## src/rtl/mc_sched_if.sv

```systemverilog
// Bundle between mc_sched, the metric router/MC and the LLR output buffer.
//   i_start, i_mode     : symbol request and APSK mode (environment -> sequencer)
//   i_mc_metric         : registered MC minimum, valid the cycle after o_mc_en
//   o_busy              : sequencer occupied
//   o_mc_en, o_bit_idx,
//   o_hyp, o_chunk      : MC issue strobe and router subset selection
//   o_llr, o_llr_valid,
//   o_llr_idx, o_done   : LLR stream and end-of-symbol pulse
interface mc_sched_if #(
  parameter int unsigned wordlength = 18
) ();

  logic                         i_start;
  logic [1:0]                   i_mode;
  logic signed [wordlength-1:0] i_mc_metric;
  logic                         o_busy;
  logic                         o_mc_en;
  logic [2:0]                   o_bit_idx;
  logic                         o_hyp;
  logic                         o_chunk;
  logic signed [wordlength:0]   o_llr;
  logic                         o_llr_valid;
  logic [2:0]                   o_llr_idx;
  logic                         o_done;

  // Sequencer side
  modport slave (
    input  i_start, i_mode, i_mc_metric,
    output o_busy, o_mc_en, o_bit_idx, o_hyp, o_chunk,
    output o_llr, o_llr_valid, o_llr_idx, o_done
  );

  // Environment side (router/MC model, start source, LLR sink)
  modport master (
    output i_start, i_mode, i_mc_metric,
    input  o_busy, o_mc_en, o_bit_idx, o_hyp, o_chunk,
    input  o_llr, o_llr_valid, o_llr_idx, o_done
  );

endinterface

```

## src/rtl/mc_sched.sv

```systemverilog
// mc_sched: time-shares one registered 32-input min-comparator across all
// bit-LLR computations of a 16/32/64/128-APSK max-log demapper.
// Per symbol, for each label bit (MSB first) it issues hyp0 then hyp1 passes
// (two chunk passes per hypothesis in 128APSK), min-accumulates the returned
// metrics and emits LLR = min(hyp1) - min(hyp0), one bit at a time.
// Ports:
//   clk, rst_n : clock (rising edge), asynchronous active-low reset
//   bus        : mc_sched_if.slave (start/mode in, MC issue control out,
//                MC metric in, LLR stream out)
module mc_sched #(
  parameter int unsigned wordlength = 18
) (
  input  logic        clk,
  input  logic        rst_n,
  mc_sched_if.slave   bus
);

  localparam int unsigned WL = wordlength;
  localparam int unsigned LW = wordlength + 1;

  typedef enum logic [1:0] {
    ST_IDLE  = 2'd0,
    ST_ISSUE = 2'd1,
    ST_DRAIN = 2'd2
  } state_e;

  state_e state_q, state_d;

  // Issue-side registers (also the registered router controls)
  logic [1:0] mode_q, mode_d;
  logic       busy_q, busy_d;
  logic       mc_en_q, mc_en_d;
  logic [2:0] bit_idx_q, bit_idx_d;
  logic       hyp_q, hyp_d;
  logic       chunk_q, chunk_d;

  // Tags of the issue whose MC result arrives this cycle
  logic       res_vld_q, res_vld_d;
  logic [2:0] res_bit_q, res_bit_d;
  logic       res_hyp_q, res_hyp_d;
  logic       res_chunk_q, res_chunk_d;
  logic       res_hyp_done_q, res_hyp_done_d;
  logic       res_last_q, res_last_d;

  // Accumulators and LLR output registers
  logic signed [WL-1:0] acc_q, acc_d;
  logic signed [WL-1:0] min0_q, min0_d;
  logic signed [LW-1:0] llr_q, llr_d;
  logic                 llr_valid_q, llr_valid_d;
  logic [2:0]           llr_idx_q, llr_idx_d;
  logic                 done_q, done_d;

  // Mode-derived limits of the running symbol
  logic       two_chunk_c;
  logic [2:0] last_bit_c;
  logic       last_issue_c;
  logic signed [WL-1:0] acc_c;

  assign two_chunk_c  = (mode_q == 2'd3);
  assign last_bit_c   = 3'(mode_q) + 3'd3;
  assign last_issue_c = (bit_idx_q == last_bit_c) && hyp_q && (chunk_q == two_chunk_c);

  // State register
  always_ff @(posedge clk or negedge rst_n) begin
    if (!rst_n) begin
      state_q <= ST_IDLE;
    end else begin
      state_q <= state_d;
    end
  end

  // Next-state logic
  always_comb begin
    state_d = state_q;
    case (state_q)
      ST_IDLE:  if (bus.i_start) state_d = ST_ISSUE;
      ST_ISSUE: if (last_issue_c) state_d = ST_DRAIN;
      ST_DRAIN: state_d = ST_IDLE;
      default:  state_d = ST_IDLE;
    endcase
  end

  // Issue-side outputs: next strobe and chunk -> hyp -> bit counter advance
  always_comb begin
    mode_d    = mode_q;
    mc_en_d   = 1'b0;
    bit_idx_d = bit_idx_q;
    hyp_d     = hyp_q;
    chunk_d   = chunk_q;
    case (state_q)
      ST_IDLE: begin
        if (bus.i_start) begin
          mode_d    = bus.i_mode;
          mc_en_d   = 1'b1;
          bit_idx_d = 3'd0;
          hyp_d     = 1'b0;
          chunk_d   = 1'b0;
        end
      end
      ST_ISSUE: begin
        // On the final issue the selection holds its last value
        if (!last_issue_c) begin
          mc_en_d = 1'b1;
          if (two_chunk_c && !chunk_q) begin
            chunk_d = 1'b1;
          end else begin
            chunk_d = 1'b0;
            if (!hyp_q) begin
              hyp_d = 1'b1;
            end else begin
              hyp_d     = 1'b0;
              bit_idx_d = bit_idx_q + 3'd1;
            end
          end
        end
      end
      default: ;
    endcase
    busy_d = (state_d != ST_IDLE);
  end

  // Result-side tags: delay the issue selection to line up with the MC output
  always_comb begin
    res_vld_d      = mc_en_q;
    res_bit_d      = bit_idx_q;
    res_hyp_d      = hyp_q;
    res_chunk_d    = chunk_q;
    res_hyp_done_d = mc_en_q && (chunk_q == two_chunk_c);
    res_last_d     = mc_en_q && last_issue_c;
  end

  // Running minimum for the current hypothesis; chunk0 restarts it, ties keep acc
  assign acc_c = !res_chunk_q ? bus.i_mc_metric :
                 ((acc_q <= bus.i_mc_metric) ? acc_q : bus.i_mc_metric);

  // Accumulate, capture hyp0 minimum, form LLR when hyp1 completes
  always_comb begin
    acc_d       = acc_q;
    min0_d      = min0_q;
    llr_d       = llr_q;
    llr_idx_d   = llr_idx_q;
    llr_valid_d = 1'b0;
    done_d      = 1'b0;
    if (res_vld_q) begin
      acc_d = acc_c;
      if (res_hyp_done_q && !res_hyp_q) begin
        min0_d = acc_c;
      end
      if (res_hyp_done_q && res_hyp_q) begin
        // One guard bit makes the difference exact for any pair of metrics
        llr_d       = {acc_c[WL-1], acc_c} - {min0_q[WL-1], min0_q};
        llr_idx_d   = res_bit_q;
        llr_valid_d = 1'b1;
      end
      done_d = res_last_q;
    end
  end

  // Datapath and output registers
  always_ff @(posedge clk or negedge rst_n) begin
    if (!rst_n) begin
      mode_q         <= 2'd0;
      busy_q         <= 1'b0;
      mc_en_q        <= 1'b0;
      bit_idx_q      <= 3'd0;
      hyp_q          <= 1'b0;
      chunk_q        <= 1'b0;
      res_vld_q      <= 1'b0;
      res_bit_q      <= 3'd0;
      res_hyp_q      <= 1'b0;
      res_chunk_q    <= 1'b0;
      res_hyp_done_q <= 1'b0;
      res_last_q     <= 1'b0;
      acc_q          <= '0;
      min0_q         <= '0;
      llr_q          <= '0;
      llr_valid_q    <= 1'b0;
      llr_idx_q      <= 3'd0;
      done_q         <= 1'b0;
    end else begin
      mode_q         <= mode_d;
      busy_q         <= busy_d;
      mc_en_q        <= mc_en_d;
      bit_idx_q      <= bit_idx_d;
      hyp_q          <= hyp_d;
      chunk_q        <= chunk_d;
      res_vld_q      <= res_vld_d;
      res_bit_q      <= res_bit_d;
      res_hyp_q      <= res_hyp_d;
      res_chunk_q    <= res_chunk_d;
      res_hyp_done_q <= res_hyp_done_d;
      res_last_q     <= res_last_d;
      acc_q          <= acc_d;
      min0_q         <= min0_d;
      llr_q          <= llr_d;
      llr_valid_q    <= llr_valid_d;
      llr_idx_q      <= llr_idx_d;
      done_q         <= done_d;
    end
  end

  assign bus.o_busy      = busy_q;
  assign bus.o_mc_en     = mc_en_q;
  assign bus.o_bit_idx   = bit_idx_q;
  assign bus.o_hyp       = hyp_q;
  assign bus.o_chunk     = chunk_q;
  assign bus.o_llr       = llr_q;
  assign bus.o_llr_valid = llr_valid_q;
  assign bus.o_llr_idx   = llr_idx_q;
  assign bus.o_done      = done_q;

endmodule

```

## src/flat_wrapper.sv

```systemverilog
// flat-port wrapper written by rule: the top's interface ports become plain ports
module mc_sched_flat 
#(
  parameter int unsigned wordlength = 18
)
  (clk, rst_n, bus_i_start, bus_i_mode, bus_i_mc_metric, bus_o_busy, bus_o_mc_en, bus_o_bit_idx, bus_o_hyp, bus_o_chunk, bus_o_llr, bus_o_llr_valid, bus_o_llr_idx, bus_o_done);
  mc_sched_if #(.wordlength(wordlength)) bus_i ();
  input  logic clk;
  input  logic rst_n;
  input wire logic [$bits(bus_i.i_start)-1:0] bus_i_start;
  input wire logic [$bits(bus_i.i_mode)-1:0] bus_i_mode;
  input wire logic [$bits(bus_i.i_mc_metric)-1:0] bus_i_mc_metric;
  output wire logic [$bits(bus_i.o_busy)-1:0] bus_o_busy;
  output wire logic [$bits(bus_i.o_mc_en)-1:0] bus_o_mc_en;
  output wire logic [$bits(bus_i.o_bit_idx)-1:0] bus_o_bit_idx;
  output wire logic [$bits(bus_i.o_hyp)-1:0] bus_o_hyp;
  output wire logic [$bits(bus_i.o_chunk)-1:0] bus_o_chunk;
  output wire logic [$bits(bus_i.o_llr)-1:0] bus_o_llr;
  output wire logic [$bits(bus_i.o_llr_valid)-1:0] bus_o_llr_valid;
  output wire logic [$bits(bus_i.o_llr_idx)-1:0] bus_o_llr_idx;
  output wire logic [$bits(bus_i.o_done)-1:0] bus_o_done;
  assign bus_i.i_start = bus_i_start;
  assign bus_i.i_mode = bus_i_mode;
  assign bus_i.i_mc_metric = bus_i_mc_metric;
  assign bus_o_busy = bus_i.o_busy;
  assign bus_o_mc_en = bus_i.o_mc_en;
  assign bus_o_bit_idx = bus_i.o_bit_idx;
  assign bus_o_hyp = bus_i.o_hyp;
  assign bus_o_chunk = bus_i.o_chunk;
  assign bus_o_llr = bus_i.o_llr;
  assign bus_o_llr_valid = bus_i.o_llr_valid;
  assign bus_o_llr_idx = bus_i.o_llr_idx;
  assign bus_o_done = bus_i.o_done;
  mc_sched #(.wordlength(wordlength)) u_core (.clk(clk), .rst_n(rst_n), .bus(bus_i));
endmodule
```

## config.mk

```make
export PLATFORM = sky130hd
export DESIGN_NAME = mc_sched_flat
export DESIGN_NICKNAME = d
export VERILOG_FILES = /design/src/rtl/mc_sched_if.sv /design/src/rtl/mc_sched.sv /design/src/flat_wrapper.sv
export SDC_FILE = /design/constraint.sdc
export NUM_CORES = 1
export LEC_CHECK = 0
export CORE_UTILIZATION = 63
export CTS_BUF_LIST = sky130_fd_sc_hd__clkbuf_8
export CTS_CLUSTER_DIAMETER = 100
export DETAILED_ROUTE_END_ITERATION = 10
export PLACE_DENSITY = 0.94
export SYNTH_ARGS = -nofsm -noshare
export SYNTH_HDL_FRONTEND = slang
export SYNTH_SLANG_ARGS = --single-unit
export TNS_END_PERCENT = 30
```

## constraint.sdc

```tcl
create_clock -name clk -period 6.5 [get_ports clk]
set_input_delay 1.3 -clock clk [delete_from_list [all_inputs] [get_ports clk]]
set_output_delay 1.3 -clock clk [all_outputs]
set_load 0.01 [all_outputs]
```

==> results of run 1 <==
-- placed cells by master, fill, tap and decap left out, drive strengths merged, types with 3 or more instances in the layout --
cell type / n
a21oi: 23
nand2: 43
nor4: 3
xor2: 5
nor3b: 4
xnor2: 9
o21a: 4
o31a: 3
o31ai: 5
nor3: 5
nand4: 5
inv: 55
nand3: 7
a21o: 11
mux2: 36
a211o: 3
and2: 5
clkdlybuf4s50: 52
dfrtp: 79
clkbuf: 9
o21ai: 61
buf: 4
nor2: 13
ha: 40
-- per-stage QoR --
step	instances	area [sq um]
finish	619	5450
global route	619	5450
CTS	619	5450
detailed placement	603	5220
global placement	603	5220
floorplan	469	4650
-- worst register-to-register path: cells and delay by family (launching register included) --
family / cells / cell delay [ns]
buffers and inverters: 1 / 0.07
AND/OR/NAND/NOR: 2 / 0.52
multiplexers: 1 / 0.37
AO/OA/AOI/OAI: 9 / 2.21
adder cells (fa/ha/maj): 3 / 0.97
flip-flops: 1 / 0.40
XOR/XNOR: 1 / 0.13
-- report_power, final --
part	internal [uW]	switching [uW]
clock network	221	201
logic	733	849
registers	718	139
-- sequential cells by signal, summed over array words and instances (netlist names), 2 cells and up --
register	flops
u_core.acc_q	18
u_core.bus.o_bit_idx	3
u_core.bus.o_llr	19
u_core.bus.o_llr_idx	3
u_core.min0_q	18
u_core.mode_q	2
u_core.res_bit_q	3
u_core.state_q	2
-- worst max path at each step --
| stage | end | slack, ns |
|---|---|---|
| after CTS | u_core.bus.o_llr[16] | 0.72 |
| after floorplan | u_core.bus.o_llr[16] | 1.47 |
| final | u_core.bus.o_llr[16] | 0.64 |
| after detailed placement | u_core.bus.o_llr[16] | 0.40 |
| after global routing | u_core.bus.o_llr[16] | 0.31 |
| after global placement | u_core.bus.o_llr[16] | 0.65 |
-- cell families after synthesis --
family                     Yosys count  share of synthesized area
AOI/OAI and AO/OA                  130                      0.170
xor gates and xnor gates            14                     0.0264
adders and majority gates           41                      0.112
buffers and inverters               70                     0.0637
DFF                                 79                      0.425
muxes                               38                      0.100
and+or+nand+nor                     97                      0.103
-- layer usage --
metal  share of wire  routed length, um  up-vias  global-route usage
li1                -                  -     1739                   -
met1            0.44               4620     1769               0.382
met2            0.48               5070      121               0.505
met3           0.049                519       32              0.0650
met4           0.029                308        0               0.124
met5               0                  0        -                   0
-- final cells by class --
cell class / count / area share
multi-input combinational: 320 / 0.437
sequential: 79 / 0.363
timing repair buffer: 56 / 0.101
inverter: 52 / 0.0358
clock buffer: 9 / 0.0227
tap: 96 / 0.0220
clock inverter: 7 / 0.0191
==> qor.csv, run 1 <==
metric,value,unit
status,completed,
Die W,87.9,um
total track usage,0.302,
Final Util,0.781,
Clock Tree Root,clkbuf_8,
DRT Wirelength,10.5,mm
Leak,0.00256,uW
worst r2r src,u_core.acc_q[13],
Post-DRT Antenna Nets,0,
setup TNS,0,ns
top-count cell post-synth,dfrtp_1,
# port buffers,53,
Mapped Area,4650,sq um
measured slew at the worst slew-check pin,0.987,ns
beginning of the worst hold path,u_core.bus.o_chunk,
crit-path cells,clkdlybuf4s50_1 > inv_1 > ha_1 > nand4_1 > nor4_2 > o2bb2ai_1 > o311a_1 > a211o_1 > mux2i_1 > ha_1 > inv_1 > fa_1 > a21o_1 > a311oi_1 > o31ai_1 > a41oi_1 > o21ai_0 > xnor2_1 > o21ai_0,
Residual DRC,0,
CTS Sinks,79,
Reg2Reg Setup Slack,1.72,ns
Min-Delay Endpoint,u_core.res_chunk_q,
min Tclk post-route,5.86,ns
f_max,0.171,GHz
Final setup violation count,0,
"Seq/Total Area, Yosys",0.425,
worst vdd ir,0.000211,V
Synth Flop Type,dfrtp_1,
NumNets Final,582,
reg2reg end,u_core.bus.o_llr[16],
DR iter-0 viols,238,
Critical Path Sink Type,flip-flop,
number of hold buffers added after CTS,0,
"area leader, netlist",dfrtp_1,
#FFs+latches synth,79,
Setup WS post-layout,0.642,ns
"FFs w/ async S/R, synth",1.00,
syn_nets,533,
area delta synth->final,17.1,%
number of global-route vias before repair,3797,
HPWL after DPL,7.45,mm
Core Area,6980,sq um
post-synthesis cell type count,60,
post_cts resized,0,
RSZ-0062 raised after global routing,false,
CTS tree,built,
WP depth,19,
die height,87.9,um
Fill cells,462,
n_diodes,0,
CP max stage delay,0.55,ns
Routed wire per std cell,17.0,um
CP Class,input pin to flip-flop,
largest net degree at the start of global routing,80,
initial antenna violation count,0,
area of the multi-input gates,2380,sq um
startpoint types,input pin,
Crit-path slowest cell,a311oi_1,
detailed-route via count,3661,
share of the synthesized area in the top cell type,0.425,
Area contributors post-synth,"dfrtp_1 (42%), ha_1 (11%), mux2_2 (6.1%)",
period utilisation layout,0.901,
total CTS buffers,9,
Setup crit start,bus_i_mc_metric[13],
GP Congestion,0.884,
CP top delay family,compound AO/OA/AOI/OAI gates,
P per Cell Area,525,nW/um^2
Place WS,0.399,ns
Die ar.,7730,sq um
Synth top cells by count,"dfrtp_1 (79), inv_1 (51), o21ai_0 (51)",
post-synthesis cell count,469,
CTS clock-pin slew for the worst setup and hold paths,0.09,ns
std cell rows,30,
max cap viols,0,
relative slew slack,0.342,
Mapped Avg Cell Area,9.92,sq um
H-tree lvl count,3,
Min-Delay Path Depth,0,
CP required,6.78,ns
worst-path fanout max,9,
fin. max-slew vios,0,
Max Root-Sink Buffers,2,
CP bufs+invs,3,
HP Class,flip-flop to flip-flop,
FF+latch area,1980,sq um
post-CTS setup buffers,0,
Final Hold Vio Count,0,
number of synthesized flops with an enable pin,0,
synth warn,0,
Overall Power,2860,uW
io pins,54,
R2R depth,17,
first-pass GRT wire length,17.7,mm
Initial Util,0.666,
Final Skew,0.00898,ns
total gr overflow,0,
share of layout cells above drive strength 1,0.119,
arrival time of the worst setup path,6.14,ns
first drt pass iteration count,5,
Via density,5.91,
Clock Latency Late Sink,0.36,ns
WHS,0.410,ns
Note: power is estimated with default switching activity, not from simulation.
==> run 2: changes to the inputs <==
--- a/config.mk
+++ b/config.mk
@@ -10,6 +10,8 @@
 export CTS_CLUSTER_DIAMETER = 100
 export DETAILED_ROUTE_END_ITERATION = 10
 export PLACE_DENSITY = 0.94
+export RECOVER_POWER = 100
+export SLEW_MARGIN = 20
 export SYNTH_ARGS = -nofsm -noshare
 export SYNTH_HDL_FRONTEND = slang
 export SYNTH_SLANG_ARGS = --single-unit
==> run 2 against run 1 <==
Effect of this change: the run now ends with capacitance limit, slew limit left; combinational power down 3%; power down 2.1%; register-to-register slack worse by 0.10 ns; clock skew down 0.00065 ns; critical endpoint unchanged; critical path type unchanged.
==> qor.csv, run 2 (synthesis gave the netlist of run 1 again) <==
metric,value,unit
crit-path cells,dlygate4sd3_1 > inv_1 > ha_1 > nand4_1 > nor4_1 > o2bb2ai_1 > o311a_1 > a211o_1 > mux2i_1 > ha_1 > inv_1 > fa_1 > a21o_1 > a311oi_1 > o31ai_1 > a41oi_1 > o21ai_0 > xnor2_1 > o21ai_0,
Clock Tree Root,clkbuf_8,
largest net degree at the start of global routing,80,
measured slew at the worst slew-check pin,4.15,ns
setup TNS,0,ns
HP Class,flip-flop to flip-flop,
Final Util,0.774,
share of layout cells above drive strength 1,0.0822,
Crit-path slowest cell,a311oi_1,
CTS clock-pin slew for the worst setup and hold paths,0.09,ns
n_diodes,0,
post-CTS setup buffers,0,
Post-DRT Antenna Nets,0,
P per Cell Area,518,nW/um^2
Cells after DPL,603,
min Tclk post-route,6.03,ns
Clock Latency Late Sink,0.35,ns
number of hold buffers added after CTS,0,
fin. max-slew vios,80,
max cap viols,1,
DRT Wirelength,10.5,mm
arrival time of the worst setup path,6.20,ns
R2R depth,17,
Die ar.,7730,sq um
worst vdd ir,0.000210,V
Critical Path Sink Type,flip-flop,
GP Congestion,0.884,
io pins,54,
relative slew slack,-1.77,
Leak,0.00256,uW
DR iter-0 viols,253,
Fill cells,473,
Die W,87.9,um
CTS Sinks,79,
Routed wire per std cell,17.0,um
status,"complete, but fails checks",
startpoint types,input pin,
area delta synth->final,16.1,%
f_max,0.166,GHz
die height,87.9,um
Max Root-Sink Buffers,2,
first-pass GRT wire length,17.7,mm
Final setup violation count,0,
total gr overflow,0,
Final Skew,0.00834,ns
worst-path fanout max,9,
period utilisation layout,0.928,
most frequent cells in the layout,"dfrtp_1 (79), o21ai_0 (60), inv_1 (52), nand2_1 (43), ha_1 (40)",
detailed-route via count,3647,
RSZ-0062 raised after global routing,false,
Overall Power,2800,uW
Post-Layout Cell Count,619,
number of global-route vias before repair,3797,
total CTS buffers,9,
initial antenna violation count,0,
Final Hold Vio Count,0,
Min-Delay Path Depth,0,
# port buffers,53,
Initial Util,0.666,
CP required,6.67,ns
"leading cell type in the layout, fill and taps excluded",dfrtp_1,
CP max stage delay,0.56,ns
post_cts resized,0,
Core Area,6980,sq um
H-tree lvl count,3,
HPWL after DPL,7.45,mm
CP Class,input pin to flip-flop,
Via density,5.89,
Residual DRC,0,
first drt pass iteration count,7,
max reg flops,19,
std cell rows,30,
CTS tree,built,
total track usage,0.302,
NumNets Final,582,
failing checks,"capacitance limit, slew limit",
## run 2: changes by cell type in the layout (fill, tap and decap cells not counted), sizes merged
cell / previous run / this run
clkdlybuf4s50: 52 / 19
dlygate4sd3: 0 / 33
buf: 4 / 1
clkbuf: 9 / 12
## run 2: layout make-up
cell class | count | area, sq um | area share
Clock inverter | 7 | 104 | 0.0192
Inverter | 52 | 195 | 0.0361
Multi-Input combinational cell | 320 | 2340 | 0.434
Timing Repair Buffer | 56 | 539 | 0.0998
Clock buffer | 9 | 124 | 0.0229
Sequential cell | 79 | 1980 | 0.366
Tap cell | 96 | 120 | 0.0222
## run 2: worst max-delay path, delay by kind of cell
family | cells | cell delay [ns]
compound gates | 9 | 2.16
fa+ha+maj | 3 | 0.97
buf+inv | 3 | 0.68
simple gates | 2 | 0.56
mux | 1 | 0.38
xor+xnor | 1 | 0.14
## run 2: layer usage
metal  vias to the layer above  global-route usage  share of wire
met1                      1747               0.382           0.42
li1                       1735                   -              -
met5                         -                   0              0
met3                        25              0.0650          0.071
met2                       140               0.505           0.48
met4                         0               0.124          0.023
## run 2: worst paths after layout
kind                                           from  slack, ns              endpoint
worst max register to register     u_core.acc_q[13]       1.62  u_core.bus.o_llr[16]
worst min-delay path             u_core.bus.o_chunk       0.41    u_core.res_chunk_q
max in group asynchronous                     rst_n       1.79  u_core.bus.o_llr[15]
worst max-delay path            bus_i_mc_metric[13]       0.47  u_core.bus.o_llr[16]
min in group asynchronous                     rst_n       2.39       u_core.acc_q[0]
worst min register to register   u_core.bus.o_chunk       0.41    u_core.res_chunk_q
## run 2: metrics by stage
| step | worst slack (ns) | hold WS (ns) | instance area, sq um |
|---|---|---|---|
| 2_1_floorplan | 1.47 | 0.414 | 4650 |
| 3_3_place_gp | 0.649 | 0.395 | 5220 |
| 3_5_place_dp | 0.399 | 0.395 | 5220 |
| 4_1_cts | 0.725 | 0.411 | 5450 |
| 5_1_grt | 0.190 | 0.416 | 5400 |
| 6_report | 0.470 | 0.405 | 5400 |
## run 2: power by group
part           switching, uW  internal [uW]  total (uW)
Combinational            847            683        1530
Clock                    198            222         420
Sequential               133            718         851
==> run 3: changes to the inputs <==
--- a/config.mk
+++ b/config.mk
@@ -5,6 +5,7 @@
 export SDC_FILE = /design/constraint.sdc
 export NUM_CORES = 1
 export LEC_CHECK = 0
+export CORE_MARGIN = 5
 export CORE_UTILIZATION = 63
 export CTS_BUF_LIST = sky130_fd_sc_hd__clkbuf_8
 export CTS_CLUSTER_DIAMETER = 100
==> run 3 against run 2 <==
Effect of this change: clock power is 1% higher; power is 0.20% lower; count of clock-buffer cells in the layout stayed put; fmax is 1.6% higher; core utilization is 2.5 points lower; first-iteration DRC count is 12% lower; design area hardly changed; combinational power hardly changed; sequential share of layout area hardly changed; register-to-register slack hardly changed; global-route usage is 4.8 points lower; cell count is 0.48% higher; the run still ends with capacitance limit, slew limit left.
==> qor.csv, run 3 (synthesis gave the netlist of run 1 again) <==
metric,value,unit
Die ar.,9200,sq um
Clock Latency Late Sink,0.36,ns
Setup WS post-layout,0.567,ns
Residual DRC,0,
Overall Power,2790,uW
CP max stage delay,0.47,ns
measured slew at the worst slew-check pin,4.07,ns
CTS Sinks,79,
setup TNS,0,ns
Core Area,7210,sq um
Critical Path Sink Type,flip-flop,
std cell rows,31,
H-tree lvl count,3,
Final Hold Vio Count,0,
CTS tree,built,
fin. max-slew vios,80,
"leading cell type in the layout, fill and taps excluded",dfrtp_1,
DRT Wirelength,10.6,mm
P per Cell Area,517,nW/um^2
first drt pass iteration count,5,
# port buffers,53,
worst-path fanout max,15,
CP required,6.69,ns
largest net degree at the start of global routing,80,
Crit-path slowest cell,clkdlybuf4s50_1,
post_cts resized,0,
Die W,95.9,um
total CTS buffers,9,
Clock Tree Root,clkbuf_8,
Setup crit start,bus_i_mc_metric[17],
post-CTS setup buffers,0,
reg2reg end,u_core.bus.o_llr[16],
relative slew slack,-1.71,
detailed-route via count,3681,
startpoint types,input pin,
arrival time of the worst setup path,6.12,ns
Post-DRT Antenna Nets,0,
Post-Layout Inst Area,5410,sq um
total track usage,0.254,
crit-path cells,clkdlybuf4s50_1 > inv_1 > ha_1 > nand4_1 > nor4_2 > o2bb2ai_1 > o311a_1 > a211o_1 > buf_4 > mux2_1 > ha_1 > or3_1 > a311oi_1 > o31ai_1 > a41oi_1 > o21ai_0 > xnor2_1 > o21ai_0,
CTS clock-pin slew for the worst setup and hold paths,0.09,ns
Routed wire per std cell,17.1,um
HPWL after DPL,7.54,mm
number of hold buffers added after CTS,0,
max cap viols,1,
Via density,5.92,
max reg flops,19,
Cells after DPL,606,
n_diodes,0,
Post-Layout Cell Count,622,
Max Root-Sink Buffers,2,
NumNets Final,582,
share of layout cells above drive strength 1,0.0822,
die height,95.9,um
Reg2Reg Setup Slack,1.62,ns
crit path capture,u_core.bus.o_llr[16],
Place WS,0.400,ns
io pins,54,
Initial Util,0.645,
min Tclk post-route,5.93,ns
area delta synth->final,16.2,%
CP Class,input pin to flip-flop,
GP Congestion,0.885,
dpl cell area,5230,sq um
status,"complete, but fails checks",
RSZ-0062 raised after global routing,false,
f_max,0.169,GHz
Leak,0.00256,uW
worst vdd ir,0.000265,V
period utilisation layout,0.913,
HP Class,flip-flop to flip-flop,
most frequent cells in the layout,"dfrtp_1 (79), o21ai_0 (60), inv_1 (52), nand2_1 (43), ha_1 (40)",
total gr overflow,0,
initial antenna violation count,0,
DR iter-0 viols,222,
failing checks,"capacitance limit, slew limit",
Final setup violation count,0,
first-pass GRT wire length,17.8,mm
R2R depth,16,
worst r2r src,u_core.acc_q[17],
number of global-route vias before repair,3627,
Final Skew,0.00920,ns
-- run 3: stage by stage --
stage / hold slack, ns / util
finish: 0.405 / 0.749
global route: 0.429 / 0.749
CTS: 0.415 / 0.756
detailed placement: 0.396 / 0.724
global placement: 0.395 / 0.724
floorplan: 0.414 / -
-- run 3: where the power goes --
group / leakage (uW) / internal [uW] / switching, uW / total [uW]
sequential: 0.000946 / 718 / 135 / 853
clock: 0.000116 / 222 / 203 / 425
combinational: 0.00150 / 680 / 837 / 1520
-- run 3: per-layer routing --
layer  part of all wire  up-vias  track usage
li1                   -     1741            -
met4              0.036        0        0.134
met1               0.44     1749        0.339
met2               0.47      153        0.404
met3              0.050       38       0.0352
met5                  0        -            0
-- run 3: how the worst min path moves through the flow --
| stage | from | endpoint | depth (start not counted) |
|---|---|---|---|
| finish | u_core.bus.o_chunk | u_core.res_chunk_q | 0 |
| global route | u_core.bus.o_chunk | u_core.res_chunk_q | 0 |
| CTS | u_core.bus.o_chunk | u_core.res_chunk_q | 0 |
| detailed placement | u_core.bus.o_chunk | u_core.res_chunk_q | 0 |
| global placement | u_core.bus.o_chunk | u_core.res_chunk_q | 0 |
| floorplan | u_core.res_bit_q[0] | u_core.bus.o_llr_idx[0] | 2 |
-- run 3: layout make-up --
type,count,area (sq um)
Inverter,52,195
Sequential cell,79,1980
Clock inverter,7,103
Multi-Input combinational cell,320,2340
Timing Repair Buffer,56,543
Tap cell,99,124
Fill cell,510,1810
Clock buffer,9,124
-- run 3: critical path, delay by kind of cell --
| family | cells | cell delay [ns] |
|---|---|---|
| buffers and inverters | 3 | 0.83 |
| adders and majority gates | 2 | 0.57 |
| muxes | 1 | 0.39 |
| xor gates and xnor gates | 1 | 0.14 |
| and+or+nand+nor | 3 | 0.92 |
| AOI/OAI and AO/OA | 8 | 1.96 |
